File: config.mk
export PLATFORM = sky130hd
export DESIGN_NAME = gcn_fetch_ctrl
export DESIGN_NICKNAME = d
export VERILOG_FILES = /design/src/rtl/gcn_fetch_ctrl.sv
export SDC_FILE = /design/constraint.sdc
export NUM_CORES = 1
export LEC_CHECK = 0
export CAP_MARGIN = 20
export CORE_AREA = 2 2 386 388
export CTS_CLUSTER_SIZE = 16
export DETAILED_ROUTE_END_ITERATION = 8
export DIE_AREA = 0 0 388 390
export PLACE_DENSITY = 0.38
export RECOVER_POWER = 50
export SYNTH_ARGS = -nofsm -noshare
export SYNTH_HDL_FRONTEND = slang
export SYNTH_SLANG_ARGS = --single-unit
File: constraint.sdc
create_clock -name clk -period 2.7 [get_ports clk]
set_input_delay 0.81 -clock clk [delete_from_list [all_inputs] [get_ports clk]]
set_output_delay 0.81 -clock clk [all_outputs]
set_load 0.05 [all_outputs]
File: src/rtl/gcn_fetch_ctrl.sv
// gcn_fetch_ctrl
// Read-side initiator for the GCN row memory. Walks the weight rows, then the
// feature rows, then the COO edge list, and hands each item downstream over a
// valid/ready handshake. Every item costs one fetch cycle plus at least one
// hold cycle, so a fetch never overlaps a pending hold.
//
// Ports
//   clk            rising-edge clock
//   reset          asynchronous, active-low
//   start          level; only sampled while idle
//   read_address   row-memory address (holds its value outside fetch cycles)
//   enable_read    one-cycle read strobe per row
//   data_in        row returned combinationally for read_address
//   row_data       captured row
//   row_valid      row_data/row_index/row_is_feature valid
//   row_ready      downstream accepts the row
//   row_is_feature 0 = weight row, 1 = feature row
//   row_index      row number within its bank
//   coo_address    edge-list column (holds its value outside fetch cycles)
//   coo_in         {src, dst} for coo_address
//   edge_src/dst   captured edge
//   edge_valid     edge valid
//   edge_ready     downstream accepts the edge
//   done           every item delivered
module gcn_fetch_ctrl #(
  parameter int WEIGHT_ROWS     = 96,
  parameter int WEIGHT_COLS     = 3,
  parameter int FEATURE_ROWS    = 6,
  parameter int WEIGHT_WIDTH    = 5,
  parameter int ADDRESS_WIDTH   = 13,
  parameter logic [ADDRESS_WIDTH-1:0] FEATURE_BASE = 'h200,
  parameter int COO_NUM_OF_COLS = 6,
  parameter int COO_BW          = $clog2(COO_NUM_OF_COLS),
  parameter int IDX_W           = $clog2((WEIGHT_COLS > FEATURE_ROWS) ? WEIGHT_COLS : FEATURE_ROWS)
) (
  input  logic                     clk,
  input  logic                     reset,
  input  logic                     start,
  output logic [ADDRESS_WIDTH-1:0] read_address,
  output logic                     enable_read,
  input  logic [WEIGHT_WIDTH-1:0]  data_in [0:WEIGHT_ROWS-1],
  output logic [WEIGHT_WIDTH-1:0]  row_data [0:WEIGHT_ROWS-1],
  output logic                     row_valid,
  input  logic                     row_ready,
  output logic                     row_is_feature,
  output logic [IDX_W-1:0]         row_index,
  output logic [COO_BW-1:0]        coo_address,
  input  logic [2*COO_BW-1:0]      coo_in,
  output logic [COO_BW-1:0]        edge_src,
  output logic [COO_BW-1:0]        edge_dst,
  output logic                     edge_valid,
  input  logic                     edge_ready,
  output logic                     done
);

  localparam logic [2:0] IDLE    = 3'd0;
  localparam logic [2:0] FETCH_W = 3'd1;
  localparam logic [2:0] HOLD_W  = 3'd2;
  localparam logic [2:0] FETCH_F = 3'd3;
  localparam logic [2:0] HOLD_F  = 3'd4;
  localparam logic [2:0] FETCH_E = 3'd5;
  localparam logic [2:0] HOLD_E  = 3'd6;
  localparam logic [2:0] DONE    = 3'd7;

  // One counter serves all three walks, so it must cover both index widths.
  localparam int CNT_W = (IDX_W > COO_BW) ? IDX_W : COO_BW;

  localparam logic [CNT_W-1:0] W_LAST = CNT_W'(WEIGHT_COLS - 1);
  localparam logic [CNT_W-1:0] F_LAST = CNT_W'(FEATURE_ROWS - 1);
  localparam logic [CNT_W-1:0] E_LAST = CNT_W'(COO_NUM_OF_COLS - 1);

  logic [2:0]       state;
  logic [CNT_W-1:0] counter;
  logic [CNT_W-1:0] cnt_inc;

  assign cnt_inc = counter + CNT_W'(1);

  always_ff @(posedge clk or negedge reset) begin
    if (!reset) begin
      state          <= IDLE;
      counter        <= '0;
      read_address   <= '0;
      enable_read    <= 1'b0;
      row_data       <= '{default: '0};
      row_valid      <= 1'b0;
      row_is_feature <= 1'b0;
      row_index      <= '0;
      coo_address    <= '0;
      edge_src       <= '0;
      edge_dst       <= '0;
      edge_valid     <= 1'b0;
      done           <= 1'b0;
    end else begin
      case (state)
        IDLE: begin
          if (start) begin
            counter      <= '0;
            read_address <= '0;
            enable_read  <= 1'b1;
            state        <= FETCH_W;
          end
        end

        // Fetch -> hold boundary: the zero-wait row is captured on the edge
        // that ends the read strobe.
        FETCH_W, FETCH_F: begin
          row_data       <= data_in;
          row_index      <= counter[IDX_W-1:0];
          row_is_feature <= (state == FETCH_F);
          row_valid      <= 1'b1;
          enable_read    <= 1'b0;
          state          <= (state == FETCH_F) ? HOLD_F : HOLD_W;
        end

        // Hold -> next fetch boundary: nothing moves until the row is taken.
        HOLD_W: begin
          if (row_ready) begin
            row_valid   <= 1'b0;
            enable_read <= 1'b1;
            if (counter == W_LAST) begin
              counter      <= '0;
              read_address <= FEATURE_BASE;
              state        <= FETCH_F;
            end else begin
              counter      <= cnt_inc;
              read_address <= ADDRESS_WIDTH'(cnt_inc);
              state        <= FETCH_W;
            end
          end
        end

        HOLD_F: begin
          if (row_ready) begin
            row_valid <= 1'b0;
            if (counter == F_LAST) begin
              counter     <= '0;
              coo_address <= '0;
              state       <= FETCH_E;
            end else begin
              counter      <= cnt_inc;
              read_address <= FEATURE_BASE + ADDRESS_WIDTH'(cnt_inc);
              enable_read  <= 1'b1;
              state        <= FETCH_F;
            end
          end
        end

        // Edge fetch -> hold boundary: coo_in upper half is the source node.
        FETCH_E: begin
          edge_src   <= coo_in[2*COO_BW-1:COO_BW];
          edge_dst   <= coo_in[COO_BW-1:0];
          edge_valid <= 1'b1;
          state      <= HOLD_E;
        end

        HOLD_E: begin
          if (edge_ready) begin
            edge_valid <= 1'b0;
            if (counter == E_LAST) begin
              done  <= 1'b1;
              state <= DONE;
            end else begin
              counter     <= cnt_inc;
              coo_address <= cnt_inc[COO_BW-1:0];
              state       <= FETCH_E;
            end
          end
        end

        // A held-high start must not relaunch the walk.
        DONE: begin
          if (!start) begin
            done  <= 1'b0;
            state <= IDLE;
          end
        end

        default: state <= IDLE;
      endcase
    end
  end

endmodule

### After elaboration in Yosys (flattened, before gate mapping)

Cells that the tools add are included.

* $add $sub $neg: 2
* equality and inequality tests: 19
* mux-type cells: 40
* reductions and logical operators: 18

Operators by type and width (number)
* $mux 13: 4
* $mux 3: 16
* $pmux 13 s3: 1
* $pmux 3 s7: 1
* $reduce_and 5->1: 4
* $ne 2x2->1 const B: 9
* $eq 3x3->1 const B: 5
* $pmux 3 s4: 1
* $add 10x3->11 const A: 1
* $mux 10: 1
* $eq 3x2->1 const B: 3
* $mux 1: 9
* $reduce_bool 2->1: 4
* $reduce_bool 4->1: 2
* $pmux 1 s2: 3
* $pmux 3 s2: 1
* $reduce_and 6->1: 1
* $mux 2: 2
* $pmux 1 s4: 1
* $reduce_and 2->1: 2
* $reduce_and 4->1: 1
* $reduce_or 2->1: 2
* $add 3x1->3 const B: 1
* $eq 3x1->1 const B: 1
* other kinds (3): 3

* flip-flop bits (word level): 516
* input bits: 491
* word-level logic and storage cells: 187

### Longest topological paths before layout

Gate-level depths: netlist of run 1.

* depth after elaboration: 5
* depth in mapped cells: 7
* depth with buffers taken out: 7

### Worst setup path before layout of run 1

Ideal clock, no wire load.

* kind: input port to flip-flop
* from: input row_ready
* to: register counter[1]
* arrival time: 1.695 ns
* data required time: 2.575 ns
* path slack: 0.880 ns
* stages: 4
* cells stage by stage: mux2i_1 > nor2b_1 > a311oi_4 > mux2_2

* longest elaborated chain between the ends: 2

RTL lines
* from (decl): RTL line 44 `input logic row_ready,`
* $ne 2x2->1 (no source line)
* $reduce_and 6->1 (no source line) *
* to (signal assigned): RTL line 125 `counter <= cnt_inc;`
* to (signal assigned): RTL line 140 `counter <= cnt_inc;`
* to (signal assigned): RTL line 163 `counter <= cnt_inc;`
* to (decl): RTL line 73 `logic [CNT_W-1:0] counter;`

Every way passes the cells marked *; elsewhere a longest branch is shown, timed or not.
A chain may end at the register's enable or synchronous reset.

### Final worst setup path of run 1

* from: register row_data[453] (netlist name)
* to: output row_data[453] (netlist name)

RTL lines
* from (decl): RTL line 42 `output logic [WEIGHT_WIDTH-1:0] row_data [0:WEIGHT_ROWS-1],`
* from (signal assigned): RTL line 107 `row_data <= data_in;`

No word-level cell between the ends.

==> flow_summary.ini, run 1 <==
[sta]
max_slew.worst_pin.slew_ns = 2.34
rsz0062_at_grt = no
period_share_pct = 96.9
setup-violations-final = 0
clock.fmax_mhz = 382
fin_tns_setup_ns = 0
whs_ns = 0.476
slew_viol_final = 47
final_hold_viol_count = 0
clock_skew_ns = 0.0229
fin_ws_ns = 0.0846
slew_headroom_pct = -55.7
period_minus_slack_ns = 2.62

[synthesis]
yosysSeqAreaShare_pct = 65.7
ys_warn_count = 0
ys_top_cells_by_area = dfrtp_1 66%, mux2_2 26%, mux2_1 2.5%, buf_4 2.1%, nand2_1 0.33%
synth_top_area_share_pct = 65.7
synth.distinct_cells = 37
synth_top_flop_cell = dfrtp_1
synth_cells = 1162
avgSynthCellArea_um2 = 16.6
synth_area_um2 = 19300
synth_most_common_cell = dfrtp_1
synth_common_cells = 507 x dfrtp_1, 452 x mux2_2, 55 x buf_4
ys_ff_latch = 507
netlist.top_cell.by_area = dfrtp_1
synth-async-reset-ratio_pct = 100
synth_enable_flop_cells = 0

[detailed_routing]
wire_per_inst_um = 22.2
drc_errors = 0
first_iter_violations = 380
final_antenna_net_count = 0
via_count = 14200
drt-vias-per-instance = 3.39
drt_wl_total_um = 93200
drt-pass1-iter-count = 4

[critical_path]
worst_path_dominant_cell_family = buffers and inverters
path_cells = clkdlybuf4s50_1
critical_path_arrival_ns = 1.81
start_kind = flop
cp.required_ns = 1.89
critical_path.max_stage_delay_ns = 0.81
worstSetupEndpointType = output pin
worst_path_max_delay_cell = clkdlybuf4s50_1
critical_path_class = flop to output pin
worstPathBufferInverterCount = 1
critPathMaxFanout = 2

[placed_design]
globalplace.congestion = 0.849
pre_cts_ws_ns = 0.282
dpl_cell_area_um2 = 31600
io_buffers = 991
hpwl_um = 74800
dp_cells = 4071

[power]
peakVddDrop_mv = 0.678
power.total_mw = 52.8
p_per_area_nw_per_um2 = 1580
p_leak_nw = 13.9

[status]
status = complete, but fails checks
violations = capacitance limit, slew limit

[floorplanning]
ios = 1001
coreArea_um2 = 147000
die_y_um = 390
die_w_um = 388
dieArea_um2 = 151000
start_util_pct = 13.1
num_rows = 141

[global_routing]
grt_pass1_wl_um = 128000
track_usage_pct = 11.9
grt_max_degree = 72
grt_pass1_vias = 15800
grt_overflow = 0
grt_antenna_before_repair = 36

[final_layout]
layout.cells.non_filler = 4194
layout-drive-gt1-share_pct = 29.5
area_growth_pct = 72.6
final_util_pct = 22.7
final_area_um2 = 33300
nets = 2707

[clock_network]
clkLatencyLatePin_ns = 0.65
cts_root_buf = clkbuf_16
cts_tree = yes
htreeDepth = 3
clkSlewWorstSetupHoldPaths_ns = 0.06
cts_sinks = 507
cts_buffer_depth = 3
cts_buffers = 70

[worst_hold_path]
hp-class = flop to flop

[job]
drv_cap = 1
layout make-up:
class / count / area (um2)
clock buffer: 95 / 2010
multi-input combinational: 591 / 6150
sequential: 507 / 12700
tap: 1930 / 2410
inverter: 3 / 11.3
antenna: 5 / 12.5
clock inverter: 23 / 268
timing repair buffer: 1040 / 9770
fill: 15700 / 114000
layer usage:
metal / vias to the layer above / part of all wire [%] / GRT usage, %
met5: - / 0.25 / 0
met3: 129 / 9.8 / 5.07
li1: 6215 / - / -
met2: 612 / 51 / 20.9
met1: 7223 / 37 / 13.2
met4: 40 / 1.8 / 3.06
logic make-up (layout without fill, tap and decap cells):
kind of cell,after synthesis,in the layout,share of synthesized area [%]
simple gates,49,49,1.26
mux,500,500,29.2
compound gates,29,29,1.02
other cells,1,14,0.0194
buf+inv,72,1161,2.55
xor+xnor,1,1,0.0454
fa+ha+maj,3,3,0.194
flops,507,507,65.7
sequential cells by signal, indices dropped and copies added, names as in the netlist, 3 cells and up:
signal and count:
row_data 480, read_address 4, coo_address 3, counter 3, edge_dst 3, edge_src 3, row_index 3, state 3
power by group:
group	switching, mW	total, mW	leakage (nW)	internal [mW]
Clock	3.73	9.24	1.12	5.50
Sequential	2.16	13.7	5.98	11.6
Combinational	20.3	29.8	6.84	9.47
worst paths after layout:
check                      cells past startpoint                      start  slack [ns]                        end
setup / recovery                               1  row_data[453]$_DFFE_PN0P_        0.08              row_data[453]
hold / removal                                 2     edge_valid$_DFFE_PN0P_        0.48     edge_valid$_DFFE_PN0P_
setup reg to reg                               5       state[0]$_DFFE_PN0P_        0.17  row_data[126]$_DFFE_PN0P_
hold reg to reg                                2     edge_valid$_DFFE_PN0P_        0.48     edge_valid$_DFFE_PN0P_
max in group asynchronous                      2                      reset        0.32  row_data[198]$_DFFE_PN0P_
min in group asynchronous                      1                      reset        0.88  row_data[107]$_DFFE_PN0P_
cell usage in the layout, fill, tap and decap left out, drive strengths merged, types with 5 or more instances in the layout:
cell type	Yosys	final
a21oi	11	11
conb	1	9
o21ai	5	5
nand2	17	17
clkinv	0	17
dlygate4sd2	0	341
nor2	10	10
mux2	498	498
buf	68	84
dfrtp	507	507
diode	0	5
clkbuf	1	124
clkdlybuf4s50	0	582
nand2b	5	5
timing repair:
item                                    in CTS  in global routing
gates resized for setup                    341                  4
buffers inserted                             0                  0
endpoints found under the setup margin     341                  4
hold buffers                                 0                  0
Power figures use the tool's default switching activity.
==> run 2, diff against run 1 <==
==> constraint.sdc (replaced) <==
create_clock -name clk -period 2.7 [get_ports clk]
set_input_delay 0.405 -clock clk [delete_from_list [all_inputs] [get_ports clk]]
set_output_delay 0.405 -clock clk [all_outputs]
set_load 0.05 [all_outputs]
==> run 2 against run 1 <==
The run now ends clean. Non-clock buffer count is 5 lower. Total power grew 4.5%. Global-route usage shrank 0.11 points. Sequential power is essentially flat. Die area is the same. Sequential share of layout area is 0.63 points lower. Register-to-register slack gained 0.10 ns. Clock-buffer cell count grew 1. Clock skew is 0.0017 ns lower. Cell area increased by 1.7%. Via count is essentially flat. Critical path type unchanged. Critical endpoint is now row_data[197]. Largest cell class unchanged. Largest power group unchanged.
==> flow_summary.ini, run 2 (same netlist as run 1, synthesis figures left out) <==
[status]
status = complete, no violations

[final_layout]
layout_commonest_cell = clkdlybuf4s50_1
layout-drive-gt1-share_pct = 26.4
final_util_pct = 23.0
largest_reg_flops = 480
nets = 2702
area_growth_pct = 75.5
reg.largest.list = row_data: 480 flops, read_address: 4 flops
mostFrequentLayoutCells = 973 x clkdlybuf4s50_1, 507 x dfrtp_1, 450 x mux2_2
top_register = row_data

[power]
p_switching_mw = 26.4
p_leak_nw = 13.3
peakVddDrop_mv = 0.878
intPower_mw = 28.8
sequentialPowerShare_pct = 25.3
clkPwrFrac_pct = 17.5
swShare_pct = 47.8
pwr-share-comb_pct = 57.2
p_per_area_nw_per_um2 = 1630

[sta]
clock_skew_ns = 0.0211
period_minus_slack_ns = 2.45
setup-violations-final = 0
slew_headroom_pct = 4.40
clock.fmax_mhz = 409
fin_ws_ns = 0.253
final_hold_viol_count = 0
whs_ns = 0.349
period_share_pct = 90.6
rsz0062_at_grt = no
max_slew.worst_pin.slew_ns = 1.43
fin_tns_setup_ns = 0
slew_viol_final = 0

[clock_network]
cts_tree = yes
cts_buffers = 70
cts_sinks = 507
clkSlewWorstSetupHoldPaths_ns = 0.07
htreeDepth = 3
cts_root_buf = clkbuf_16
clkLatencyLatePin_ns = 0.65
cts_buffer_depth = 3

[critical_path]
worst_path_dominant_cell_family = buffers and inverters
critPathMaxFanout = 3
critical_path.max_stage_delay_ns = 0.87
worst_path_max_delay_cell = clkdlybuf4s50_1
critical_path_arrival_ns = 2.04
reg2regPathDepth = 4
ff2ff_setup_slack_ns = 0.27
path_cells = clkdlybuf4s50_1
worstPathBufferInverterCount = 1
start_kind = flop
cp.required_ns = 2.30
worstSetupEndpointType = output pin
critical_path_class = flop to output pin
setup.worst_path.start = row_data[197]$_DFFE_PN0P_
r2r-start = state[2]$_DFFE_PN0P_
r2r-end = row_data[91]$_DFFE_PN0P_

[placed_design]
hpwl_um = 73800
io_buffers = 991
globalplace.congestion = 0.814
pre_cts_ws_ns = 0.475

[floorplanning]
dieArea_um2 = 151000
num_rows = 141
coreArea_um2 = 147000
start_util_pct = 13.1
die_y_um = 390
die_w_um = 388
ios = 1001

[detailed_routing]
drc_errors = 0
first_iter_violations = 398
drt-pass1-iter-count = 4
final_antenna_net_count = 0
drt_wl_total_um = 92000
via_count = 14200
wire_per_inst_um = 21.9
drt-vias-per-instance = 3.38

[global_routing]
grt_max_degree = 70
grt_pass1_vias = 15800
track_usage_pct = 11.8
grt_overflow = 0
grt_antenna_before_repair = 33
grt_pass1_wl_um = 127000

[job]
drv_cap = 0

[worst_hold_path]
hp-class = input pin to flop
min-delay-start = data_in[412]
whs_path_depth = 2
hold_end = row_data[412]$_DFFE_PN0P_
-- run 2: cell types whose count changed in the layout (fill, tap and decap cells not counted), moves of 3 or more --
cell	delta
buf_4	-65
clkinv_4	+5
clkinv_2	-3
bufinv_16	+4
dlygate4sd2_1	-341
clkdlybuf4s50_1	+391
diode_2	+9
clkbuf_2	-10
clkbuf_1	+22
dlymetal6s2s_1	-4
-- run 2: routing by layer --
metal / part of all wire, % / track usage [%] / vias to the layer above
li1: - / - / 6221
met1: 38 / 13.2 / 7240
met2: 51 / 20.6 / 588
met3: 9.0 / 4.77 / 138
met4: 2.1 / 3.40 / 40
met5: 0.27 / 0 / -
-- run 2: through the flow --
stage          instances  total power [mW]  instance area [um2]
2_1_floorplan       1170              33.8                19300
3_3_place_gp        4065              46.3                31700
3_5_place_dp        4065              46.4                31700
4_1_cts             4190              56.6                34100
5_1_grt             4191              57.6                33900
6_report            4204              55.1                33900
-- run 2: layout make-up --
class | instances | area (um2)
Tap cell | 1930 | 2410
Fill cell | 15600 | 113000
Clock inverter | 28 | 372
Inverter | 3 | 11.3
Antenna cell | 14 | 35.0
Clock buffer | 96 | 2010
Timing Repair Buffer | 1035 | 10200
Sequential cell | 507 | 12700
Multi-Input combinational cell | 591 | 6150
-- run 2: worst max-delay path by stage --
stage	to	slack (ns)	cells past startpoint
3_5_place_dp	counter[1]$_DFFE_PN0P_	0.47	5
6_report	row_data[197]	0.25	1
4_1_cts	row_data[99]	0.17	1
2_1_floorplan	counter[1]$_DFFE_PN0P_	0.95	5
3_3_place_gp	counter[1]$_DFFE_PN0P_	0.47	5
5_1_grt	row_data[111]$_DFFE_PN0P_	0.12	4
-- run 2: power by group through the flow --
| stage | clock network [mW] | registers (mW) | logic, mW |
|---|---|---|---|
| floorplan | 0 | 27.1 | 6.78 |
| global placement | 0 | 14.0 | 32.2 |
| detailed placement | 0 | 14.1 | 32.3 |
| CTS | 10.1 | 14.1 | 32.4 |
| global route | 10.4 | 14.5 | 32.7 |
| finish | 9.64 | 14.0 | 31.5 |
-- run 2: repair_timing --
action,in CTS,in global routing
gates resized for setup,0,0
setup buffers,0,0
setup endpoints to repair,0,0
endpoints found under the hold margin,40,0
hold buffers,1,0
==> run 3, diff against run 2 <==
Settings changed: CTS_CLUSTER_DIAMETER from default to 100, HOLD_SLACK_MARGIN from default to 0.1.
==> run 3 against run 2 <==
Sequential share of layout area is 1.3 points higher. Hold slack gained 0.045 ns. Die area unchanged. Utilization decreased by 0.78 points. First-iteration DRC count decreased by 17%. Clock-buffer cell count is 51 lower. Clock skew shrank 0.0029 ns. Wire length is 1.0% lower. Largest cell class unchanged. Highest routed layer unchanged.
==> flow_summary.ini, run 3 (same netlist as run 1, synthesis figures left out) <==
[status]
status = complete, no violations

[floorplanning]
coreArea_um2 = 147000
num_rows = 141
ios = 1001
dieArea_um2 = 151000
die_w_um = 388
start_util_pct = 13.1
die_y_um = 390

[sta]
slew_headroom_pct = 5.32
fin_ws_ns = 0.280
rsz0062_at_grt = no
whs_ns = 0.394
slew_viol_final = 0
final_hold_viol_count = 0
period_minus_slack_ns = 2.42
max_slew.worst_pin.slew_ns = 1.42
clock_skew_ns = 0.0183
fin_tns_setup_ns = 0
setup-violations-final = 0
clock.fmax_mhz = 413
period_share_pct = 89.6

[clock_network]
clkSlewWorstSetupHoldPaths_ns = 0.08
htreeDepth = 2
cts_sinks = 507
cts_buffer_depth = 3
clkLatencyLatePin_ns = 0.61
cts_root_buf = clkbuf_16
cts_buffers = 42
cts_tree = yes

[placed_design]
io_buffers = 991
pre_cts_ws_ns = 0.475
hpwl_um = 73800
globalplace.congestion = 0.814

[final_layout]
nets = 2674
area_growth_pct = 69.6
reg.largest.list = row_data: 480 flops, read_address: 4 flops
largest_reg_flops = 480
top_register = row_data
layout_commonest_cell = clkdlybuf4s50_1
mostFrequentLayoutCells = 973 x clkdlybuf4s50_1, 507 x dfrtp_1, 450 x mux2_2
layout-drive-gt1-share_pct = 24.7

[critical_path]
path_cells = nor2_1 -> buf_12 -> clkbuf_4 -> mux2_2
start_kind = flop
cp.required_ns = 3.18
worstPathBufferInverterCount = 2
critPathMaxFanout = 69
critical_path_class = flop to flop
worstSetupEndpointType = flop
critical_path_arrival_ns = 2.90
worst_path_max_delay_cell = clkbuf_4
worst_path_dominant_cell_family = buffers and inverters
critical_path.max_stage_delay_ns = 0.74

[global_routing]
grt_max_degree = 70
grt_pass1_wl_um = 125000
track_usage_pct = 11.6
grt_overflow = 0
grt_antenna_before_repair = 36
grt_pass1_vias = 15400

[power]
p_per_area_nw_per_um2 = 1580
peakVddDrop_mv = 0.688
p_leak_nw = 12.7

[detailed_routing]
drt_wl_total_um = 91100
final_antenna_net_count = 0
drt-pass1-iter-count = 4
drc_errors = 0
via_count = 13900
drt-vias-per-instance = 3.37
first_iter_violations = 329
wire_per_inst_um = 22.0

[job]
drv_cap = 0

[worst_hold_path]
hp-class = input pin to flop
[run 3: stage by stage]
step,area (um2),utilization [%],power [mW],instances
final,32700,22.3,51.6,4136
after global routing,32700,22.2,54.0,4127
after CTS,32900,22.4,53.0,4125
after detailed placement,31700,21.5,46.4,4065
after global placement,31700,21.5,46.3,4065
after floorplan,19300,-,33.8,1170
[run 3: repair_timing]
item	in CTS	in global routing
setup endpoints to repair	0	0
resized for setup	0	0
endpoints found under the hold margin	49	0
buffers inserted	0	0
hold buffers	1	0
[run 3: final timing paths]
path,startpoint,slack (ns),cells after the start,to
setup reg to reg,state[2]$_DFFE_PN0P_,0.28,4,row_data[83]$_DFFE_PN0P_
hold / removal,data_in[400],0.39,2,row_data[400]$_DFFE_PN0P_
setup / recovery,state[2]$_DFFE_PN0P_,0.28,4,row_data[83]$_DFFE_PN0P_
min in group asynchronous,reset,0.76,2,row_data[372]$_DFFE_PN0P_
max in group asynchronous,reset,0.51,4,row_data[76]$_DFFE_PN0P_
hold reg to reg,edge_valid$_DFFE_PN0P_,0.49,2,edge_valid$_DFFE_PN0P_
[run 3: layout make-up]
type,instances,area (um2)
fillers,15700,114000
flip-flops and latches,507,12700
repair buffers,1035,10200
multi-input cells,591,6150
well taps,1930,2410
clock buffers,45,1090
clock inverters,14,144
diodes,11,27.5
inverters,3,11.3
[run 3: metal layers]
metal	global-route usage [%]	up-vias	part of all wire, %
li1	-	6129	-
met1	13.1	7097	38
met2	20.5	550	51
met3	4.80	111	9.1
met4	2.28	44	1.7
met5	0	-	0.28
[run 3: power by group]
group          leakage [nW]  switching [mW]  internal, mW
sequential             5.98            2.39          11.5
combinational          6.14            20.2          11.3
clock                 0.606            3.10          3.03
[run 3: worst reg2reg max path, cell delays in order (launching register included)]
cell and delay [ns]:
dfrtp_1 0.49, nor2_1 0.37, buf_12 0.20, clkbuf_4 0.76, mux2_2 0.49
